`src/rtl/bnn_apb_csr.sv`:
```
// APB3 control/status register file for the BNN accelerator: configuration readback,
// sticky completion flag with W1C and interrupt, error responses, fixed one-wait-state handshake.
module bnn_apb_csr #(
    parameter int          ROW_W   = 5,
    parameter int          COL_W   = 5,
    parameter int          BUF_AW  = 11,
    parameter int          BATCH_W = 6,
    parameter logic [31:0] VERSION = 32'h0002_0000
) (
    input  logic               clk,
    input  logic               resetn,
    input  logic [31:0]        s_apb_paddr,
    input  logic               s_apb_psel,
    input  logic               s_apb_penable,
    input  logic               s_apb_pwrite,
    input  logic [31:0]        s_apb_pwdata,
    output logic               s_apb_pready,
    output logic [31:0]        s_apb_prdata,
    output logic               s_apb_pslverr,
    input  logic               busy,
    output logic               weight_transfer,
    output logic               systolic_start,
    output logic [ROW_W-1:0]   last_row,
    output logic [COL_W-1:0]   last_col,
    output logic [BUF_AW-1:0]  activations_addr_start,
    output logic [BUF_AW-1:0]  partialsums_addr_start,
    output logic [BATCH_W-1:0] batch,
    output logic               accumulate,
    output logic               irq,
    output logic               o_dbg_state
);

    // APB handshake: a transfer commits on the first ACCESS cycle (psel & penable) seen in
    // IDLE; the RESP state then drives pready=1 for exactly one cycle with registered
    // prdata/pslverr, which are held at 0 whenever pready=0.
    typedef enum logic {IDLE = 1'b0, RESP = 1'b1} state_t;

    state_t               r_state;
    logic                 r_pready;
    logic [31:0]          r_prdata;
    logic                 r_pslverr;
    logic                 r_wt;
    logic                 r_ss;
    logic [ROW_W-1:0]     r_last_row;
    logic [COL_W-1:0]     r_last_col;
    logic [BUF_AW-1:0]    r_act_addr;
    logic [BUF_AW-1:0]    r_psum_addr;
    logic [BATCH_W-1:0]   r_batch;
    logic                 r_accum;
    logic                 r_irq_en;
    logic                 r_done;
    logic                 r_busy_d;

    logic [3:0]           w_idx;
    logic                 w_commit;
    logic                 w_err;
    logic [31:0]          w_rd_data;
    logic                 w_w1c;

    assign w_idx    = s_apb_paddr[5:2];
    assign w_commit = (r_state == IDLE) && s_apb_psel && s_apb_penable;
    assign w_w1c    = w_commit && s_apb_pwrite && (w_idx == 4'd7) && s_apb_pwdata[1];

    always_comb begin
        w_err     = 1'b0;
        w_rd_data = 32'd0;
        case (w_idx)
            4'd0: w_err = !s_apb_pwrite || (busy && s_apb_pwdata[1]);
            4'd1: begin w_err = s_apb_pwrite && busy; w_rd_data = 32'(r_last_row);  end
            4'd2: begin w_err = s_apb_pwrite && busy; w_rd_data = 32'(r_last_col);  end
            4'd3: begin w_err = s_apb_pwrite && busy; w_rd_data = 32'(r_act_addr);  end
            4'd4: begin w_err = s_apb_pwrite && busy; w_rd_data = 32'(r_batch);     end
            4'd5: begin w_err = s_apb_pwrite && busy; w_rd_data = 32'(r_psum_addr); end
            4'd6: begin w_err = s_apb_pwrite && busy; w_rd_data = 32'(r_accum);     end
            4'd7: w_rd_data = {30'd0, r_done, busy};
            4'd8: w_rd_data = 32'(r_irq_en);
            4'd9: begin w_err = s_apb_pwrite; w_rd_data = VERSION; end
            default: w_err = 1'b1;
        endcase
    end

    always_ff @(posedge clk) begin
        if (!resetn) begin
            r_state     <= IDLE;
            r_pready    <= 1'b0;
            r_prdata    <= 32'd0;
            r_pslverr   <= 1'b0;
            r_wt        <= 1'b0;
            r_ss        <= 1'b0;
            r_last_row  <= '0;
            r_last_col  <= '0;
            r_act_addr  <= '0;
            r_psum_addr <= '0;
            r_batch     <= '0;
            r_accum     <= 1'b0;
            r_irq_en    <= 1'b0;
            r_done      <= 1'b0;
            r_busy_d    <= 1'b0;
        end else begin
            r_busy_d <= busy;
            r_wt     <= 1'b0;
            r_ss     <= 1'b0;
            // A busy falling edge takes priority over a simultaneous W1C clear.
            if (r_busy_d && !busy) begin
                r_done <= 1'b1;
            end else if (w_w1c) begin
                r_done <= 1'b0;
            end
            case (r_state)
                IDLE: begin
                    if (w_commit) begin
                        r_state   <= RESP;
                        r_pready  <= 1'b1;
                        r_pslverr <= w_err;
                        r_prdata  <= (!s_apb_pwrite && !w_err) ? w_rd_data : 32'd0;
                        if (s_apb_pwrite && !w_err) begin
                            case (w_idx)
                                4'd0: begin
                                    r_wt <= s_apb_pwdata[0];
                                    r_ss <= s_apb_pwdata[1];
                                end
                                4'd1: r_last_row  <= s_apb_pwdata[ROW_W-1:0];
                                4'd2: r_last_col  <= s_apb_pwdata[COL_W-1:0];
                                4'd3: r_act_addr  <= s_apb_pwdata[BUF_AW-1:0];
                                4'd4: r_batch     <= s_apb_pwdata[BATCH_W-1:0];
                                4'd5: r_psum_addr <= s_apb_pwdata[BUF_AW-1:0];
                                4'd6: r_accum     <= s_apb_pwdata[0];
                                4'd8: r_irq_en    <= s_apb_pwdata[0];
                                default: ;
                            endcase
                        end
                    end
                end
                RESP: begin
                    r_state   <= IDLE;
                    r_pready  <= 1'b0;
                    r_pslverr <= 1'b0;
                    r_prdata  <= 32'd0;
                end
                default: r_state <= IDLE;
            endcase
        end
    end

    assign s_apb_pready           = r_pready;
    assign s_apb_prdata           = r_prdata;
    assign s_apb_pslverr          = r_pslverr;
    assign weight_transfer        = r_wt;
    assign systolic_start         = r_ss;
    assign last_row               = r_last_row;
    assign last_col               = r_last_col;
    assign activations_addr_start = r_act_addr;
    assign partialsums_addr_start = r_psum_addr;
    assign batch                  = r_batch;
    assign accumulate             = r_accum;
    assign irq                    = r_done & r_irq_en;
    assign o_dbg_state            = r_state;

endmodule

```
`config.mk`:
```
export PLATFORM = sky130hd
export DESIGN_NAME = bnn_apb_csr
export DESIGN_NICKNAME = d
export VERILOG_FILES = /design/src/rtl/bnn_apb_csr.sv
export SDC_FILE = /design/constraint.sdc
export NUM_CORES = 1
export LEC_CHECK = 0
export BUFFER_PORTS_ARGS = -buffer_cell sky130_fd_sc_hd__buf_2
export CAP_MARGIN = 20
export CORE_ASPECT_RATIO = 0.9
export CORE_MARGIN = 2
export CORE_UTILIZATION = 40
export CTS_BUF_LIST = sky130_fd_sc_hd__clkbuf_4
export DETAILED_ROUTE_END_ITERATION = 10
export PLACE_DENSITY = 0.74
export SLEW_MARGIN = 0
export SYNTH_ARGS = -nofsm -noshare
export SYNTH_HDL_FRONTEND = slang
export SYNTH_SLANG_ARGS = --single-unit
```
`constraint.sdc`:
```
create_clock -name clk -period 1.7 [get_ports clk]
set_clock_uncertainty 0.15 [all_clocks]
set_input_delay 0.255 -clock clk [delete_from_list [all_inputs] [get_ports clk]]
set_output_delay 0.255 -clock clk [all_outputs]
set_load 0.005 [all_outputs]
```
# After elaboration in Yosys (flattened, before gate mapping)
# Cells that the tools add are included.
[totals] inputBits=70 reg_bits=79 elab_cells=70 output_inout_bits=77
[classes] n_eq_ne=10 n_bitwise=6 n_reduce_logical=26 muxes=13
[ops] operator="$pmux 18 s9" n=1
[ops] operator="$mux 32" n=2
[ops] operator="$pmux 32 s2" n=1
[ops] operator="$reduce_and 4->1" n=7
[ops] operator="$eq 4x3->1 const B" n=4
[ops] operator="$logic_and 1x1->1" n=10
[ops] operator="$eq 4x2->1 const B" n=2
[ops] operator="$eq 4x4->1 const B" n=2
[ops] operator="$pmux 1 s2" n=3
[ops] operator="$reduce_or 6->1" n=1
[ops] operator="$mux 1" n=5
[ops] operator="$not 1->1" n=5
[ops] operator="$reduce_or 5->1" n=1
[ops] operator="$eq 4x1->1 const B" n=1
[ops] operator="$logic_not 4->1" n=1
[ops] operator="$pmux 1 s4" n=1
[ops] operator="$logic_not 1->1" n=3
[ops] operator="$ne 2x2->1 const B" n=1
[ops] operator="$reduce_bool 2->1" n=1
[ops] operator="$reduce_or 2->1" n=1
[ops] operator="$and 1x1->1" n=1
[ops] operator="$logic_or 1x1->1" n=1

# Longest topological paths before layout
# Gate-level depths: netlist of run 1.
[logic_depth] depth_word=8 ltp_mapped=7 mapped_depth_nobuf=4

# Worst setup path after synthesis of run 1
# No wires, ideal clock.
[synth_timing] path_kind="input -> register" start="in s_apb_paddr[2]" end="reg r_psum_addr[10], in the netlist partialsums_addr_start[10]" cell_stages=6 path_buffers=2 slack_ns=-0.089 t_arrival_ns=1.520 cell_sequence="buf_2 -> or4_4 -> o211ai_4 -> nor3b_2 -> buf_6 -> mux2i_1"
[synth_via] elab_chain_cells=6 word_cells_on_any_way=16 classes_between="eq/ne (9); mux (1); reduce/logical (6)"
[synth_rtl] element="from (decl)" line="12" rtl="input logic [31:0] s_apb_paddr,"
[synth_rtl] element="$eq 4x3->1, or another cell as far along" line="67" rtl="case (w_idx)"
[synth_rtl] element="$reduce_or 6->1 (no line) or $reduce_or 2->1 (tied branches)"
[synth_rtl] element="$pmux 1 s4" line="67"
[synth_rtl] element="$logic_not 1->1" line="116" rtl="if (s_apb_pwrite && !w_err) begin"
[synth_rtl] element="$logic_and 1x1->1" line="116"
[synth_rtl] element="$reduce_and 4->1 (no line) *"
[synth_rtl] element="to (signal assigned)" line="126" rtl="4'd5: r_psum_addr <= s_apb_pwdata[BUF_AW-1:0];"
[synth_rtl] element="to (decl)" line="47" rtl="logic [BUF_AW-1:0] r_psum_addr;"
# Every way passes the cells marked *; elsewhere a longest branch is shown, timed or not.
# A chain may end at the register's enable or synchronous reset.

# Worst setup path in the final report of run 1
[layout_timing] start="reg r_state, in the netlist o_dbg_state" end="reg r_psum_addr[7], in the netlist partialsums_addr_start[7]"
[layout_via] elab_chain_cells=4
[layout_rtl] element="from (decl)" line="38" rtl="state_t r_state;"
[layout_rtl] element="from (signal assigned)" line="84" rtl="r_state <= IDLE;"
[layout_rtl] element="from (signal assigned)" line="112" rtl="r_state <= RESP;"
[layout_rtl] element="from (signal assigned)" line="135" rtl="r_state <= IDLE;"
[layout_rtl] element="$not 1->1 (no line) *"
[layout_rtl] element="$logic_and 1x1->1 (2 in a row)" line="61" rtl="assign w_commit = (r_state == IDLE) && s_apb_psel && s_apb_penable;"
[layout_rtl] element="$reduce_and 4->1 (no line) *"
# Marks and branches as above.

==> results.sh, run 1 <==
export IMPL_status="finished, final reports clean"
export IMPL_required_ns=1.90
export IMPL_crit_type="reg -> reg"
export IMPL_cts_sinks=59
export IMPL_grt_pass1_wl_mm=13.3
export IMPL_synth_simple_area_share_pct=21.3
export IMPL_power_frac_seq_pct=50.3
export IMPL_total_power_uw=2780
export IMPL_synth_distinct_cells=44
export IMPL_antenna_found_initial=0
export IMPL_period_needed_ns=1.62
export IMPL_synth_cells=334
export IMPL_syn_area_per_cell_um2=8.76
export IMPL_crit_path_end_kind="flop"
export IMPL_r2r_slack_ns=0.08
export IMPL_holdWs_ns=0.0209
export IMPL_viasPerCell=5.37
export IMPL_fmax_mhz=616
export IMPL_syn_area_um2=2930
export IMPL_diodes=0
export IMPL_synthFlopType="dfxtp_1"
export IMPL_synth_edf_count=0
export IMPL_leakage_uw=0.00160
export IMPL_path_max_fanout=6
export IMPL_cts_tree="done"
export IMPL_async_flop_share_pct=0
export IMPL_hold_class="in -> reg"
export IMPL_htreeDepth=3
export IMPL_grt_pass1_vias=2623
export IMPL_grt_use_total_pct=21.4
export IMPL_max_stage_delay_ns=0.33
export IMPL_synth_mux_area_fraction_pct=8.04
export IMPL_p_int_uw=1990
export IMPL_clock_path_buffers=2
export IMPL_rsz0062_at_grt="yes"
export IMPL_synth_top_family_by_area="simple AND/OR/NAND/NOR gates"
export IMPL_cp_data_arrival_time_ns=1.82
export IMPL_ys_ff_latch=59
export IMPL_grt_max_degree=56
export IMPL_cts_buffers=9
export IMPL_synthXorXnorAreaFrac_pct=0
export IMPL_cp_slowest_cell="and4b_2"
export IMPL_vdd_drop_max_mv=0.298
export IMPL_n_fill_cell=671
export IMPL_core_um2=7080
export IMPL_timing_hold_violations_final=0
export IMPL_place_congestion=0.831
export IMPL_clkPwrFrac_pct=37.4
export IMPL_drive_above_1_share_pct=32.9
export IMPL_die_w_um=94.1
export IMPL_dr_pass1_iters=5
export IMPL_hold_depth=3
export IMPL_synthAdderAreaFrac_pct=0
export IMPL_nNetsFinal=509
export IMPL_synth_compound_area_share_pct=20.6
export IMPL_switchingPower_uw=785
export IMPL_combinationalPowerShare_pct=12.4
export IMPL_yosysWarningCount=0
export IMPL_cp_start_kind="flop"
export IMPL_fin_crit_sh_pct=95.5
export IMPL_clk_insertion_delay_late_ns=0.41
export IMPL_finalSetupViolCount=0
export IMPL_drv_slew=0
export IMPL_vias=2882
export IMPL_die_y_um=85.1
export IMPL_die_area_um2=8010
export IMPL_syn_to_final_growth_pct=30.0
export IMPL_wl_per_cell_um=15.7
export IMPL_clk_pin_slew_ns=0.12
export IMPL_grt_remaining_overflow=0
export IMPL_port_buffer_count=77
export IMPL_p_per_area_nw_per_um2=730
export IMPL_wirelength_mm=8.41
export IMPL_drc=0
export IMPL_switching_share_pct=28.3
export IMPL_reg2reg_depth=5
export IMPL_pin_count=147
export IMPL_post_cts_buffers=0
export IMPL_dp_hpwl_mm=6.15
export IMPL_ant_nets=0
export IMPL_clockRootBuffer="clkbuf_4"
export IMPL_yosysSeqAreaShare_pct=40.4
export IMPL_fp_row_count=29
export IMPL_cap_violations=0
export IMPL_initial_core_util_pct=41.3
export IMPL_crit_chain="and4b_2 > o211ai_4 > nor3b_2 > buf_4 > mux2i_1"
export IMPL_drt_iter0_drc=235
-- critical path: cells and delay by family, from the launching register on --
kind,cells,cell delay (ns)
multiplexers,1,0.21
AO/OA/AOI/OAI,1,0.13
flip-flops,1,0.32
buffers and inverters,1,0.21
AND/OR/NAND/NOR,2,0.55
-- sequential cells by signal (all words and copies together), names as in the netlist, 5 cells and up --
name                    flops
activations_addr_start     11
s_apb_prdata               12
last_row                    5
last_col                    5
batch                       6
partialsums_addr_start     11
-- cells in the mapped netlist, drive strengths merged, types with 2 or more instances --
cell / instances / area, um2
dfxtp: 59 / 1180
nand2: 45 / 169
o21ai: 33 / 165
buf: 31 / 218
a21boi: 22 / 165
mux2i: 19 / 190
clkbuf: 16 / 60.1
nand3: 12 / 60.1
nand4: 12 / 75.1
a21oi: 9 / 45.0
nor2: 9 / 33.8
nor2b: 8 / 50.1
a22oi: 7 / 52.6
nor3: 5 / 30.0
and2: 4 / 25.0
and3: 4 / 25.0
mux2: 4 / 45.0
a222oi: 3 / 30.0
a22o: 3 / 26.3
nand3b: 3 / 22.5
nor4bb: 3 / 30.0
a221oi: 2 / 35.0
and4: 2 / 17.5
nand2b: 2 / 12.5
nor3b: 2 / 20.0
nor4: 2 / 12.5
o31ai: 2 / 15.0
-- metrics by stage --
step                      instances  setup TNS (ns)  instance area (um2)  util [%]  setup WS, ns
final                           537               0                 3800      53.7        0.0771
after detailed placement        512           -8.52                 3540      50.0        -0.273
after CTS                       537               0                 3790      53.5        0.0117
after global routing            537         -0.0279                 3800      53.7       -0.0128
after global placement          512           -6.66                 3540      50.0        -0.196
after floorplan                 353          -0.629                 3010         -       -0.0596
-- path summary, 6_finish.rpt --
kind / from / endpoint
hold reg to reg: s_apb_prdata[3] / s_apb_prdata[3]
setup / recovery: o_dbg_state / partialsums_addr_start[7]
hold / removal: s_apb_pwdata[0] / last_col[0]
setup reg to reg: o_dbg_state / partialsums_addr_start[7]
-- routing by layer --
layer / GRT usage, % / share of wire (%) / vias up
met5: 0 / 0 / -
met1: 30.5 / 46 / 1356
met4: 8.04 / 1.0 / 0
met3: 3.73 / 6.3 / 8
li1: - / - / 1387
met2: 32.6 / 46 / 131
-- power groups by stage --
stage	clock, uW	sequential (uW)	combinational, uW
floorplan	0	1430	202
global placement	0	1430	309
detailed placement	0	1430	316
CTS	1040	1400	336
global route	1110	1400	373
finish	1040	1400	343
-- final cells by class --
type	instances	area, um2	share of cell area [%]
clock buffers	9	67.6	1.78
clock inverters	7	77.6	2.04
multi-input cells	247	1590	41.7
flip-flops and latches	59	1180	31.1
well taps	93	116	3.06
repair buffers	122	774	20.4
-- what timing repair did --
action | 4_1_cts | 5_1_grt
resized for setup | 5 | 5
setup endpoints to repair | 24 | 37
pin swaps | 0 | 1
hold endpoints to repair | 19 | 0
hold buffers | 9 | 0
-- logic make-up after synthesis --
logic type / Yosys count
flops: 59
simple gates: 117
compound gates: 87
other cells: 1
mux: 23
buf+inv: 47
-- layout by cell type, fill, tap and decap left out, types with 3 or more instances in the layout --
cell and n:
buf_4 33, nand3_1 10, dfxtp_1 59, and2_1 4, dlygate4sd3_1 9, nor2b_1 8
a22oi_1 7, a22o_1 3, a21boi_0 19, a222oi_1 3, mux2_2 4, nand4_1 12
clkinv_4 3, conb_1 20, mux2i_1 19, o21ai_0 33, a21boi_1 3, clkbuf_4 9
nor2_1 9, nand3b_1 3, buf_2 77, a21oi_1 9, nand2_1 44, nor3_1 4
No activity file was read; power rests on OpenSTA's default activity.
==> inputs of run 2 (changes only) <==
--- a/config.mk
+++ b/config.mk
@@ -5,14 +5,13 @@
 export SDC_FILE = /design/constraint.sdc
 export NUM_CORES = 1
 export LEC_CHECK = 0
-export BUFFER_PORTS_ARGS = -buffer_cell sky130_fd_sc_hd__buf_2
 export CAP_MARGIN = 20
 export CORE_ASPECT_RATIO = 0.9
 export CORE_MARGIN = 2
 export CORE_UTILIZATION = 40
 export CTS_BUF_LIST = sky130_fd_sc_hd__clkbuf_4
 export DETAILED_ROUTE_END_ITERATION = 10
-export PLACE_DENSITY = 0.74
+export DONT_BUFFER_PORTS = 1
 export SLEW_MARGIN = 0
 export SYNTH_ARGS = -nofsm -noshare
 export SYNTH_HDL_FRONTEND = slang
==> results.sh, run 2 (synthesized netlist as in run 1, its figures left out) <==
export IMPL_status="finished, final reports clean"
export IMPL_grt_max_degree=54
export IMPL_grt_use_total_pct=22.0
export IMPL_vias=2565
export IMPL_core_um2=7080
export IMPL_largest_reg_flops=12
export IMPL_drt_iter0_drc=147
export IMPL_instances_no_fill=463
export IMPL_grt_pass1_wl_mm=13.6
export IMPL_cts_tree="done"
export IMPL_fmax_mhz=619
export IMPL_ant_nets=0
export IMPL_postLayoutSetupSlackWorst_ns=0.0838
export IMPL_finalSetupViolCount=0
export IMPL_final_setup_tns_ns=0
export IMPL_drv_slew=0
export IMPL_cts_buffers=9
export IMPL_placed_cells=424
export IMPL_nNetsFinal=435
export IMPL_crit_path_end_kind="flop"
export IMPL_fp_row_count=29
export IMPL_cp_data_arrival_time_ns=1.80
export IMPL_place_congestion=0.790
export IMPL_clk_insertion_delay_late_ns=0.41
export IMPL_fin_area_um2=3510
export IMPL_port_buffer_count=0
export IMPL_layout_common_cells="58 x dfxtp_1, 44 x nand2_1, 30 x o21ai_0, 23 x dlygate4sd3_1, 21 x buf_4"
export IMPL_initial_core_util_pct=41.3
export IMPL_die_area_um2=8010
export IMPL_place_ws_ns=-0.133
export IMPL_antenna_found_initial=0
export IMPL_vdd_drop_max_mv=0.357
export IMPL_clockRootBuffer="clkbuf_4"
export IMPL_pin_count=147
export IMPL_wirelength_mm=8.30
export IMPL_syn_to_final_growth_pct=20.0
export IMPL_viasPerCell=5.54
export IMPL_dp_hpwl_mm=5.61
export IMPL_hold_class="in -> reg"
export IMPL_diodes=0
export IMPL_required_ns=1.88
export IMPL_p_per_area_nw_per_um2=809
export IMPL_cts_sinks=59
export IMPL_clk_pin_slew_ns=0.10
export IMPL_place_area_um2=3070
export IMPL_grt_remaining_overflow=0
export IMPL_n_fill_cell=685
export IMPL_rsz0062_at_grt="no"
export IMPL_grt_pass1_vias=2527
export IMPL_timing_hold_violations_final=0
export IMPL_cap_violations=0
export IMPL_leakage_uw=0.00122
export IMPL_fin_crit_sh_pct=95.1
export IMPL_path_max_fanout=6
export IMPL_drc=0
export IMPL_die_w_um=94.1
export IMPL_die_y_um=85.1
export IMPL_dr_pass1_iters=5
export IMPL_drive_above_1_share_pct=15.7
export IMPL_wl_per_cell_um=17.9
export IMPL_period_needed_ns=1.62
export IMPL_cp_start_kind="flop"
export IMPL_clock_path_buffers=2
export IMPL_htreeDepth=3
export IMPL_crit_type="reg -> reg"
export IMPL_final_common_cell="dfxtp_1"
run 2: changes by cell type in the layout (fill, tap and decap cells not counted), moves of 2 or more:
| cell | change |
|---|---|
| o21ai_0 | -3 |
| o21ai_1 | +3 |
| buf_4 | -12 |
| clkinv_4 | -2 |
| dlygate4sd3_1 | +14 |
| buf_2 | -77 |
run 2: worst paths after layout:
kind                        from              end  slack, ns  cells past startpoint
hold / removal    s_apb_paddr[3]  s_apb_prdata[0]       0.02                      3
hold reg to reg         r_irq_en         r_irq_en       0.33                      2
setup / recovery     o_dbg_state         batch[5]       0.08                      4
setup reg to reg     o_dbg_state         batch[5]       0.08                      4
run 2: repair_timing:
item	CTS	global route
buffers inserted	0	0
gates resized for setup	5	10
endpoints found under the setup margin	28	21
pin swaps	1	1
hold endpoints to repair	48	0
hold buffers	24	0
gates cloned	0	0
run 2: report_power, final:
| part | leakage, uW | total [uW] | switching [uW] | internal, uW |
|---|---|---|---|---|
| logic | 0.000663 | 293 | 161 | 132 |
| clock network | 0.0000796 | 1150 | 559 | 590 |
| registers | 0.000476 | 1400 | 6.63 | 1390 |
| total | 0.00122 | 2840 | 727 | 2110 |
run 2: layer usage:
metal | part of all wire, % | up-vias | global-route usage (%)
met5 | 0 | - | 0
met4 | 0.81 | 0 | 7.77
met3 | 11 | 6 | 8.53
met2 | 44 | 116 | 31.4
met1 | 44 | 1205 | 30.4
li1 | - | 1238 | -
run 2: critical path, cell delays in order (launching register included):
cell and delay (ns):
dfxtp_2 0.33, and4b_2 0.32, o211ai_4 0.12, nor3_4 0.41
mux2i_1 0.23
run 2: layout make-up:
cell class,count,area [um2],share of cell area (%)
Timing Repair Buffer,48,459,13.1
Clock buffer,9,67.6,1.93
Clock inverter,7,92.6,2.64
Sequential cell,59,1180,33.7
Tap cell,93,116,3.32
Multi-Input combinational cell,247,1590,45.3
run 2: metrics by stage:
stage / util (%) / hold WS [ns] / total power [uW]
global placement: 43.4 / 0.232 / 1630
floorplan: - / 0.227 / 1630
global route: 49.6 / 0.0228 / 2960
detailed placement: 43.4 / 0.233 / 1630
CTS: 49.3 / 0.00377 / 2860
finish: 49.6 / 0.0245 / 2840
